==> config.mk <==
export PLATFORM = sky130hd
export DESIGN_NAME = pedge_event_serializer_flat
export DESIGN_NICKNAME = d
export VERILOG_FILES = /design/src/rtl/pedge_ser_pkg.sv /design/src/rtl/pedge_event_serializer_if.sv /design/src/rtl/pedge_event_serializer_rr_arbiter.sv /design/src/rtl/pedge_event_serializer.sv /design/src/flat_wrapper.sv
export SDC_FILE = /design/constraint.sdc
export NUM_CORES = 1
export LEC_CHECK = 0
export CORE_UTILIZATION = 49
export DETAILED_ROUTE_END_ITERATION = 7
export GPL_TIMING_DRIVEN = 0
export MAX_ROUTING_LAYER = met4
export PLACE_DENSITY = 0.84
export SKIP_LAST_GASP = 1
export SLEW_MARGIN = 20
export SYNTH_ARGS = -nofsm -noshare
export SYNTH_HDL_FRONTEND = slang
export SYNTH_SLANG_ARGS = --single-unit
==> constraint.sdc <==
create_clock -name clk -period 3.2 [get_ports clk]
set_input_delay 0.64 -clock clk [delete_from_list [all_inputs] [get_ports clk]]
set_output_delay 0.64 -clock clk [all_outputs]
set_load 0.05 [all_outputs]
==> src/rtl/pedge_ser_pkg.sv <==
// Shared widths, helpers and event type for the pedge event serializer.
package pedge_ser_pkg;

  localparam int DEF_WIDTH = 8;
  localparam int DEF_TS_W  = 16;

  function automatic int chan_w(input int width);
    return (width > 1) ? $clog2(width) : 1;
  endfunction

  localparam int DEF_CHAN_W = chan_w(DEF_WIDTH);

  typedef struct packed {
    logic [DEF_CHAN_W-1:0] chan;
    logic [DEF_TS_W-1:0]   ts;
  } ev_t;

endpackage

==> src/rtl/pedge_event_serializer_if.sv <==
// Event stream (valid/ready + channel index, optional timestamp).
// ev_ts exists only when PEDGE_TIMESTAMP_EN is defined.
interface pedge_event_serializer_if
  import pedge_ser_pkg::*;
#(
  parameter int WIDTH = DEF_WIDTH,
  parameter int TS_W  = DEF_TS_W
);
  localparam int CHAN_W = chan_w(WIDTH);

  logic              ev_valid;
  logic              ev_ready;
  logic [CHAN_W-1:0] ev_chan;

  if (WIDTH < 2 || TS_W < 1) begin : g_bad_cfg
    $error("pedge_event_serializer_if: WIDTH must be >= 2 and TS_W >= 1");
  end

`ifdef PEDGE_TIMESTAMP_EN
  logic [TS_W-1:0]   ev_ts;
  modport master (output ev_valid, ev_chan, ev_ts, input ev_ready);
  modport slave  (input ev_valid, ev_chan, ev_ts, output ev_ready);
`else
  modport master (output ev_valid, ev_chan, input ev_ready);
  modport slave  (input ev_valid, ev_chan, output ev_ready);
`endif

endinterface

==> src/rtl/pedge_event_serializer_rr_arbiter.sv <==
// Rotate-priority arbiter: grants the first set req bit at or after ptr,
// wrapping WIDTH-1 -> 0. Purely combinational.
module rr_arbiter
  import pedge_ser_pkg::*;
#(
  parameter int WIDTH = DEF_WIDTH,
  localparam int CW   = chan_w(WIDTH)
)(
  input  logic [WIDTH-1:0] req,
  input  logic [CW-1:0]    ptr,
  output logic             gnt_vld,
  output logic [CW-1:0]    gnt_idx
);

  logic [CW:0] j;

  // Scan offsets from farthest to nearest so the nearest hit is written last.
  always_comb begin
    gnt_vld = 1'b0;
    gnt_idx = '0;
    j       = '0;
    for (int k = WIDTH - 1; k >= 0; k--) begin
      j = {1'b0, ptr} + (CW+1)'(k);
      if (j >= (CW+1)'(WIDTH)) j = j - (CW+1)'(WIDTH);
      if (req[j[CW-1:0]]) begin
        gnt_vld = 1'b1;
        gnt_idx = j[CW-1:0];
      end
    end
  end

endmodule

==> src/rtl/pedge_event_serializer.sv <==
// Latches one-cycle edge pulses as pending events and serializes them
// round-robin onto a valid/ready channel-index stream. Option: PEDGE_TIMESTAMP_EN.
module pedge_event_serializer
  import pedge_ser_pkg::*;
#(
  parameter int WIDTH = DEF_WIDTH,
  parameter int TS_W  = DEF_TS_W
)(
  input  logic                     clk,
  input  logic                     rst,
  input  logic [WIDTH-1:0]         pedge,
  pedge_event_serializer_if.master ev,
  output logic [WIDTH-1:0]         pending,
  output logic [WIDTH-1:0]         overflow,
  input  logic [WIDTH-1:0]         ovf_clr
);

  localparam int CHAN_W = chan_w(WIDTH);

  if (WIDTH < 2 || TS_W < 1) begin : g_bad_cfg
    $error("pedge_event_serializer: WIDTH must be >= 2 and TS_W >= 1");
  end

  logic [WIDTH-1:0]  req, gmask, set_ovf;
  logic              load, take, gnt_vld;
  logic [CHAN_W-1:0] gnt_idx, ptr, ptr_nxt;
  logic              ev_valid_q;
  logic [CHAN_W-1:0] ev_chan_q;

  rr_arbiter #(.WIDTH(WIDTH)) u_arb (
    .req     (req),
    .ptr     (ptr),
    .gnt_vld (gnt_vld),
    .gnt_idx (gnt_idx)
  );

  // Same-cycle pulses compete alongside already-pending events.
  assign req     = pending | pedge;
  assign load    = !ev_valid_q || ev.ev_ready;
  assign take    = load && gnt_vld;
  assign gmask   = take ? (WIDTH'(1) << gnt_idx) : '0;
  assign set_ovf = pedge & pending & ~gmask;
  assign ptr_nxt = (gnt_idx == CHAN_W'(WIDTH - 1)) ? '0 : gnt_idx + 1'b1;

  always_ff @(posedge clk) begin
    if (rst) begin
      pending    <= '0;
      overflow   <= '0;
      ptr        <= '0;
      ev_valid_q <= 1'b0;
      ev_chan_q  <= '0;
    end else begin
      // A granted pass-through pulse is consumed; a pulse landing on a granted
      // pending event is kept as a fresh event.
      pending  <= (pending & ~gmask) | (pedge & ~(gmask & ~pending));
      overflow <= (overflow & ~ovf_clr) | set_ovf;
      if (load) begin
        ev_valid_q <= gnt_vld;
        if (gnt_vld) begin
          ev_chan_q <= gnt_idx;
          ptr       <= ptr_nxt;
        end
      end
    end
  end

  assign ev.ev_valid = ev_valid_q;
  assign ev.ev_chan  = ev_chan_q;

`ifdef PEDGE_TIMESTAMP_EN
  logic [TS_W-1:0]            ts_cnt, ev_ts_q;
  logic [WIDTH-1:0][TS_W-1:0] ts_q;
  logic [WIDTH-1:0]           cap;

  // Capture on a fresh pending event; a merged pulse keeps the first stamp.
  assign cap = pedge & (~pending | gmask);

  always_ff @(posedge clk) begin
    if (rst) begin
      ts_cnt  <= '0;
      ev_ts_q <= '0;
      ts_q    <= '0;
    end else begin
      ts_cnt <= ts_cnt + 1'b1;
      if (take) ev_ts_q <= pending[gnt_idx] ? ts_q[gnt_idx] : ts_cnt;
      for (int i = 0; i < WIDTH; i++)
        if (cap[i]) ts_q[i] <= ts_cnt;
    end
  end

  assign ev.ev_ts = ev_ts_q;
`endif

endmodule

==> src/flat_wrapper.sv <==
// flat-port wrapper written by rule: the top's interface ports become plain ports
module pedge_event_serializer_flat import pedge_ser_pkg::*;
#(
  parameter int WIDTH = DEF_WIDTH,
  parameter int TS_W  = DEF_TS_W
)
  (clk, rst, pedge, pending, overflow, ovf_clr, ev_ev_valid, ev_ev_chan, ev_ev_ready);
  pedge_event_serializer_if #(.WIDTH(WIDTH), .TS_W(TS_W)) ev_i ();
  input  logic clk;
  input  logic rst;
  input  logic [WIDTH-1:0] pedge;
  output logic [WIDTH-1:0] pending;
  output logic [WIDTH-1:0] overflow;
  input  logic [WIDTH-1:0] ovf_clr;
  output wire logic [$bits(ev_i.ev_valid)-1:0] ev_ev_valid;
  output wire logic [$bits(ev_i.ev_chan)-1:0] ev_ev_chan;
  input wire logic [$bits(ev_i.ev_ready)-1:0] ev_ev_ready;
  assign ev_ev_valid = ev_i.ev_valid;
  assign ev_ev_chan = ev_i.ev_chan;
  assign ev_i.ev_ready = ev_ev_ready;
  pedge_event_serializer #(.WIDTH(WIDTH), .TS_W(TS_W)) u_core (.clk(clk), .rst(rst), .pedge(pedge), .ev(ev_i), .pending(pending), .overflow(overflow), .ovf_clr(ovf_clr));
endmodule
* Word-level counts from Yosys, hierarchy flattened
Index checks and enable logic that the tools add are counted.
W data, S select, Z words.
** Word-level totals
- Logic and storage cells :: 98
- Output and inout port bits :: 20
- Flip-flop bits (word level) :: 23
** Operators by class
- Shift operators :: 1
- Bitwise gates (word level) :: 13
- Magnitude comparators :: 16
- Add/subtract/negate cells :: 16
- Reductions and logical operators :: 4
- Eq/ne operators :: 1
- Muxes and demuxes :: 42
** Operators with widths (number)
- $mux W3 :: 17
- $and A8 B8 Y8 :: 6
- $lt A3 B4 Y1 const B :: 8
- $not A8 Y8 :: 4
- $ge A4 B4 Y1 const B :: 7
- $bmux W1 S3 :: 8
- $or A8 B8 Y8 :: 3
- $sub A3 B1 Y3 const B :: 8
- $add A3 B3 Y4 const B :: 4
- $mux W1 :: 16
- $add A3 B2 Y4 const B :: 2
- $mux W8 :: 1
- $shl A1 B3 Y8 const A :: 1
- $add A3 B1 Y4 const B :: 1
- $ge A3 B4 Y1 const B :: 1
- $add A3 B1 Y3 const B :: 1
- $eq A3 B3 Y1 const B :: 1
- $reduce_and A2 Y1 :: 1
- $logic_and A1 B1 Y1 :: 1
- $logic_not A1 Y1 :: 1
- $logic_or A1 B1 Y1 :: 1

* Depth between registers and ports, before layout
- Depth after elaboration :: 19
- Gate-level depth with buffers :: 15
- Depth with buffers taken out :: 14

* Cells and area by module
Synthesis repeated with hierarchy kept, for this count alone.
** Second synthesis, totals
- Cells, all modules :: 211
- Area total of the unflattened synthesis :: 1839.3 µm²
** Modules (own cells, without submodules)
- pedge_event_serializer :: instances 1, area an instance 1057.3 µm², cells each 121
- rr_arbiter :: instances 1, area an instance 782.0 µm², cells each 90

* Worst setup path after synthesis
OpenSTA, ideal clock, no wires.
- Path kind :: input to register
- From :: input port pedge[7]
- To :: register u_core.pending[7]
- Setup slack :: 61 ps
- Cell stages on the path :: 12
- Path buffers :: 0
- Arrival :: 3005 ps
- Data required time :: 3066 ps
- Cell sequence :: or2_1 -> mux4_2 -> mux2_2 -> o221a_2 -> nor4_1 -> a21oi_1 -> inv_1 -> ha_1 -> ha_1 -> inv_1 -> o31ai_1 -> a21oi_1
** On the way
- Longest elaborated chain between the ends :: 17
- Elaborated cells on any way between the ends :: 42
- Those cells by class :: shift (1); mux (33); bitwise (7); reduce/logical (1)
** RTL lines
- start, declared :: line flat_wrapper.sv:11 : input logic [WIDTH-1:0] pedge;
- $or A8 B8 Y8 * :: line pedge_event_serializer.sv:38 : assign req = pending | pedge;
- $bmux W1 S3 :: line pedge_event_serializer_rr_arbiter.sv:25 : if (req[j[CW-1:0]]) begin
- $mux W1 (implied by the code) :: line pedge_event_serializer_rr_arbiter.sv:25
- $mux W3 (7 in series) :: line pedge_event_serializer_rr_arbiter.sv:25
- $mux W3 * :: line pedge_event_serializer_rr_arbiter.sv:25
- net u_core.gnt_idx[1] :: line pedge_event_serializer.sv:26 : logic [CHAN_W-1:0] gnt_idx, ptr, ptr_nxt;
- $shl A1 B3 Y8 * :: line pedge_event_serializer.sv:41 : assign gmask = take ? (WIDTH'(1) << gnt_idx) : '0;
- $mux W8 * :: line pedge_event_serializer.sv:41
- $and A8 B8 Y8 :: line pedge_event_serializer.sv:55 : pending <= (pending & ~gmask) | (pedge & ~(gmask & ~pending));
- $not A8 Y8 :: line pedge_event_serializer.sv:55
- $and A8 B8 Y8 :: line pedge_event_serializer.sv:55
- $or A8 B8 Y8 * :: line pedge_event_serializer.sv:55
- end signal, assigned :: line pedge_event_serializer.sv:55
- end, declared :: line pedge_event_serializer.sv:13 : output logic [WIDTH-1:0] pending,
Mark *: on every way through the listed nets, which the timed path passes. The rest lies on a longest branch. The select of a mux whose other input is x is not followed.
A chain may end at the register's enable or synchronous reset.

* Final worst setup path
- From :: input port pedge[0]
- To :: register u_core.overflow[7]
** On the way
- Longest elaborated chain between the ends :: 16
- Elaborated cells on any way between the ends :: 39
- Those cells by class :: shift (1); mux (33); bitwise (4); reduce/logical (1)
** RTL lines
- $or A8 B8 Y8 * :: line pedge_event_serializer.sv:38
- $bmux W1 S3 :: line pedge_event_serializer_rr_arbiter.sv:25
- $mux W1 (implied by the code) :: line pedge_event_serializer_rr_arbiter.sv:25
- $mux W3 (7 in series) :: line pedge_event_serializer_rr_arbiter.sv:25
- $mux W3 * :: line pedge_event_serializer_rr_arbiter.sv:25
- net u_core.gnt_idx[1] :: line pedge_event_serializer.sv:26
- $shl A1 B3 Y8 * :: line pedge_event_serializer.sv:41
- $mux W8 * :: line pedge_event_serializer.sv:41
- $not A8 Y8 * :: line pedge_event_serializer.sv:42 : assign set_ovf = pedge & pending & ~gmask;
- $and A8 B8 Y8 * :: line pedge_event_serializer.sv:42
- $or A8 B8 Y8 * :: line pedge_event_serializer.sv:56 : overflow <= (overflow & ~ovf_clr) | set_ovf;
- end signal, assigned :: line pedge_event_serializer.sv:56
- end, declared :: line pedge_event_serializer.sv:14 : output logic [WIDTH-1:0] overflow,
Marked as above.

==> impl_table.tex <==
\begin{tabular}{lr}
\hline
Metric & Value \\
\hline
\multicolumn{2}{l}{\textbf{CTS}} \\
\quad CTS max path bufs & 2 \\
\quad Clk pin slew, worst setup/hold paths & 0.09 ns \\
\quad Root Buffer Master & sky130\_fd\_sc\_hd\_\_clkbuf\_8 \\
\quad TritonCTS buffer count & 3 \\
\quad CTS tree & built \\
\quad Source-to-sink clock delay at the later pin of the worst-skew pair & 0.28 ns \\
\quad Clk sinks & 23 \\
\quad Maximum level of the CTS H-tree & 1 \\
\multicolumn{2}{l}{\textbf{Timing}} \\
\quad Post-layout minimum cycle time & about 3.4 ns \\
\quad Relative slew slack & between 50\% and 60\% \\
\quad Final-report setup violation count & 4 \\
\quad Crit path setup slack, layout & -0.163 ns \\
\quad Setup\_tns & -0.214 ns \\
\quad Clock skew after layout & approximately 0.0053 ns \\
\quad Tcrit/Tclk final & 105\% \\
\quad Fmax achieved & 0.297 GHz \\
\quad Unrepaired setup endpoints after global routing & true \\
\quad Transition at the pin with the smallest max-transition slack & roughly 0.66 ns \\
\quad Final hold viol count & 0 \\
\quad Max Transition Viols Final & 0 \\
\multicolumn{2}{l}{\textbf{Final layout}} \\
\quad Post-layout instance count excluding filler cells & roughly 380 \\
\quad Fraction of layout instances using a drive strength above 1 & between 30\% and 40\% \\
\quad Count of antenna diodes in the layout & 0 \\
\quad Final nets & $\sim$360 \\
\quad Relative area change from synthesis to final layout & 39.6\% \\
\multicolumn{2}{l}{\textbf{Global routing}} \\
\quad Met2 Track Usage GR & between 50\% and 60\% \\
\quad Total overflow reported by the global router & 0 \\
\quad Wire length of the first global-routing pass & $\sim$13 mm \\
\quad Initial antenna violation count & 0 \\
\quad Pin count of the biggest net entering global routing & 14 \\
\quad Via count of the first global-routing pass & about 2500 \\
\quad Total global routing track utilization & between 30\% and 40\% \\
\quad Met3 Use GR & roughly 3.9\% \\
\quad Global-route met1 utilization & a little over two fifths \\
\quad Grt peak-use layer & met2 \\
\multicolumn{2}{l}{\textbf{Critical path}} \\
\quad Logic depth of the worst register-to-register path & 12 \\
\quad Crit path launch type & primary input \\
\quad Capture point of the worst path & u\_core.overflow[7] \\
\quad Data required time of the worst path & between 3 and 4 ns \\
\quad Worst R2R Setup Slack & -0.12 ns \\
\quad FF-to-FF Start & u\_core.pending[7] \\
\quad Capture instance of the worst register-to-register path & u\_core.overflow[7] \\
\quad Maximum fanout count along the critical path & 6 \\
\quad Worst setup path startpoint & pedge[0] \\
\quad Crit path capture type & flip-flop \\
\quad Critical path arrival & about 3.5 ns \\
\quad Startpoint-to-endpoint class of the critical path & primary input to flip-flop \\
\multicolumn{2}{l}{\textbf{Min path}} \\
\quad Worst hold path cell count & 2 \\
\quad Worst Hold Class & flip-flop to flip-flop \\
\multicolumn{2}{l}{\textbf{Run status}} \\
\quad Violated checks & negative setup slack \\
\quad Outcome & complete, but fails checks \\
\multicolumn{2}{l}{\textbf{Logic synthesis}} \\
\quad Synth area leader & sky130\_fd\_sc\_hd\_\_dfxtp\_1 \\
\quad Share of synthesized area occupied by flip-flops and latches & between 10\% and 20\% \\
\quad Number of standard cells after synthesis & between 200 and 300 \\
\quad Flip-flop and latch count after synthesis & 23 \\
\quad Avg Cell Area, Syn & 8.74 um\^{}2 \\
\quad Post-synthesis instance area & 0.00236 mm\^{}2 \\
\quad FFs w/ async S/R, synth & 0\% \\
\quad Area share of the leading cell type in the synthesized netlist & approximately a fifth \\
\quad Number of distinct library cells after synthesis & 66 \\
\quad Synthesized net count & 296 \\
\quad Top\_reg\_cell synth & sky130\_fd\_sc\_hd\_\_dfxtp\_1 \\
\quad Synthesis warning total & 0 \\
\quad EDFF count, synth & 0 \\
\quad Top cells by area in the synthesized netlist & sky130\_fd\_sc\_hd\_\_dfxtp\_1 (20\%), sky130\_fd\_sc\_hd\_\_mux4\_2 (13\%), sky130\_fd\_sc\_hd\_\_ha\_1 (3.7\%) \\
\multicolumn{2}{l}{\textbf{Floorplanning}} \\
\quad Core region area & 0.00450 mm\^{}2 \\
\quad DIE WIDTH & 71.4 um \\
\quad Standard-cell rows & 24 \\
\quad Count of pins on the block boundary & 39 \\
\quad Die Footprint & a little over 0.005 mm\^{}2 \\
\quad Effective utilization at floorplan & 52.4\% \\
\quad Die height & 71.4 um \\
\multicolumn{2}{l}{\textbf{Drt}} \\
\quad Count of vias placed by the detailed router & 2829 \\
\quad First drt pass iteration count & 5 \\
\quad Number of violations reported at the end of detailed-routing iteration 0 & between 300 and 400 \\
\quad Overall routed net length & 9.03 mm \\
\quad DRC viols & 0 \\
\quad Via density & $\sim$7.4 \\
\quad Post-DR wirelength/cell & $\sim$24 um \\
\quad Number of nets with antenna violations after routing & 0 \\
\multicolumn{2}{l}{\textbf{Flow run}} \\
\quad Max-cap violations & 0 \\
\multicolumn{2}{l}{\textbf{Place}} \\
\quad Count of input and output buffers & 38 \\
\quad Routability cong. & 1.00 \\
\quad Placed Cells incl. Taps & 360 \\
\quad DPL Wire Length & 5.61 mm \\
\multicolumn{2}{l}{\textbf{Power and ir drop}} \\
\quad Peak ir drop on the vdd network & 0.796 mV \\
\quad Total power divided by cell area & $\sim$1300 mW/mm\^{}2 \\
\quad Leakage power figure & 1.18 nW \\
\quad Overall power & $\sim$4.3 mW \\
\hline
\end{tabular}
[routing by layer]
layer | vias to the layer above | part of all wire, %
met1 | 1347 | 39
met3 | 69 | 8.5
li1 | 1180 | -
met5 | - | 0
met4 | 0 | 5.4
met2 | 233 | 47
[synthesized netlist by cell type (4+ instances only)]
library cell                instances
sky130_fd_sc_hd__clkbuf_1           7
sky130_fd_sc_hd__mux4_2            14
sky130_fd_sc_hd__nand2b_1           9
sky130_fd_sc_hd__ha_1               7
sky130_fd_sc_hd__a21o_1             5
sky130_fd_sc_hd__a2111oi_2          4
sky130_fd_sc_hd__dfxtp_1           23
sky130_fd_sc_hd__o211a_1            4
sky130_fd_sc_hd__a2111oi_0          4
sky130_fd_sc_hd__inv_1             11
sky130_fd_sc_hd__mux2i_1            7
sky130_fd_sc_hd__o21ai_0            8
sky130_fd_sc_hd__a31oi_1            4
sky130_fd_sc_hd__nand2_1           19
sky130_fd_sc_hd__nor2_1            18
sky130_fd_sc_hd__o31ai_1            8
sky130_fd_sc_hd__nor4_1             8
sky130_fd_sc_hd__nor3_1            14
sky130_fd_sc_hd__or2_1              7
sky130_fd_sc_hd__a211oi_1           4
sky130_fd_sc_hd__nor3b_1            6
sky130_fd_sc_hd__a21oi_1           14
[cells in the final DEF (no fill, tap or decap), types with 8 or more instances in the layout]
master	Yosys	layout
sky130_fd_sc_hd__nor2_1	18	17
sky130_fd_sc_hd__nand2_1	19	18
sky130_fd_sc_hd__nand2b_1	9	9
sky130_fd_sc_hd__a21oi_1	14	12
sky130_fd_sc_hd__clkdlybuf4s50_1	0	30
sky130_fd_sc_hd__dfxtp_1	23	20
sky130_fd_sc_hd__mux4_2	14	14
sky130_fd_sc_hd__or2_4	2	9
sky130_fd_sc_hd__nor3_1	14	12
sky130_fd_sc_hd__a2111oi_2	4	8
sky130_fd_sc_hd__buf_4	0	23
[through the flow]
stage / cell area, um^2 / util [%] / hold slack [ns] / worst slack, ns
2_1_floorplan: 2360 / - / 0.672 / 0.0612
6_report: 3300 / 73.2 / 0.498 / -0.163
5_1_grt: 3300 / 73.2 / 0.524 / -0.197
3_5_place_dp: 2810 / 62.3 / 0.486 / -1.05
4_1_cts: 3070 / 68.3 / 0.502 / 0.00422
3_3_place_gp: 2810 / 62.3 / 0.456 / -0.988
[power by group]
| group | leakage (nW) | internal, mW | total (mW) | switching (mW) |
|---|---|---|---|---|
| logic | 0.962 | 1.55 | 3.59 | 2.04 |
| clock network | 0.0255 | 0.0876 | 0.194 | 0.106 |
| registers | 0.192 | 0.388 | 0.532 | 0.144 |
[cell type report]
type	instances	area, um^2
clock buffer	3	41.3
timing repair buffer	60	515
buffer	11	73.8
sequential	23	467
tap	52	65.1
multi-input combinational	220	2060
inverter	14	67.6
clock inverter	1	5.00
fill	285	1210
[critical path: stages]
cell,delay (ns)
sky130_fd_sc_hd__buf_2,0.14
sky130_fd_sc_hd__or2_4,0.28
sky130_fd_sc_hd__mux4_2,0.53
sky130_fd_sc_hd__mux2_4,0.30
sky130_fd_sc_hd__o221a_4,0.27
sky130_fd_sc_hd__nor4_4,0.33
sky130_fd_sc_hd__a21oi_4,0.10
sky130_fd_sc_hd__inv_2,0.11
sky130_fd_sc_hd__ha_4,0.17
sky130_fd_sc_hd__ha_4,0.13
sky130_fd_sc_hd__inv_2,0.05
sky130_fd_sc_hd__o211ai_1,0.32
sky130_fd_sc_hd__a21oi_1,0.13
[kinds of logic (layout without fill, tap and decap cells)]
logic type,after synthesis,count (layout),synth area share (%)
AND/OR/NAND/NOR,106,106,25.9
XOR/XNOR,4,4,1.48
adder cells (fa/ha/maj),7,7,3.71
multiplexers,24,24,17.8
buffers and inverters,27,89,5.09
flip-flops,23,23,19.5
AO/OA/AOI/OAI,79,79,26.6
[how the worst min path moves through the flow]
stage	startpoint	to	slack (ns)
4_1_cts	u_core.overflow[7]	u_core.overflow[7]	0.50
2_1_floorplan	u_core.ptr[0]	u_core.ptr[0]	0.67
3_3_place_gp	u_core.overflow[7]	u_core.overflow[7]	0.46
5_1_grt	u_core.overflow[7]	u_core.overflow[7]	0.52
3_5_place_dp	u_core.overflow[7]	u_core.overflow[7]	0.49
6_report	u_core.overflow[7]	u_core.overflow[7]	0.50
[flip-flops by register name (all words and copies together) (netlist names)]
signal / cells
u_core.ev.ev_chan: 3
u_core.pending: 8
u_core.ptr: 3
u_core.ev.ev_valid: 1
u_core.overflow: 8
[timing repair]
action / in CTS / in global routing
hold buffers: 0 / 0
pin swaps: 12 / 19
resized for setup: 69 / 46
buffers inserted: 7 / 15
setup endpoints to repair: 23 / 15
Note: power is estimated with default switching activity, not from simulation.
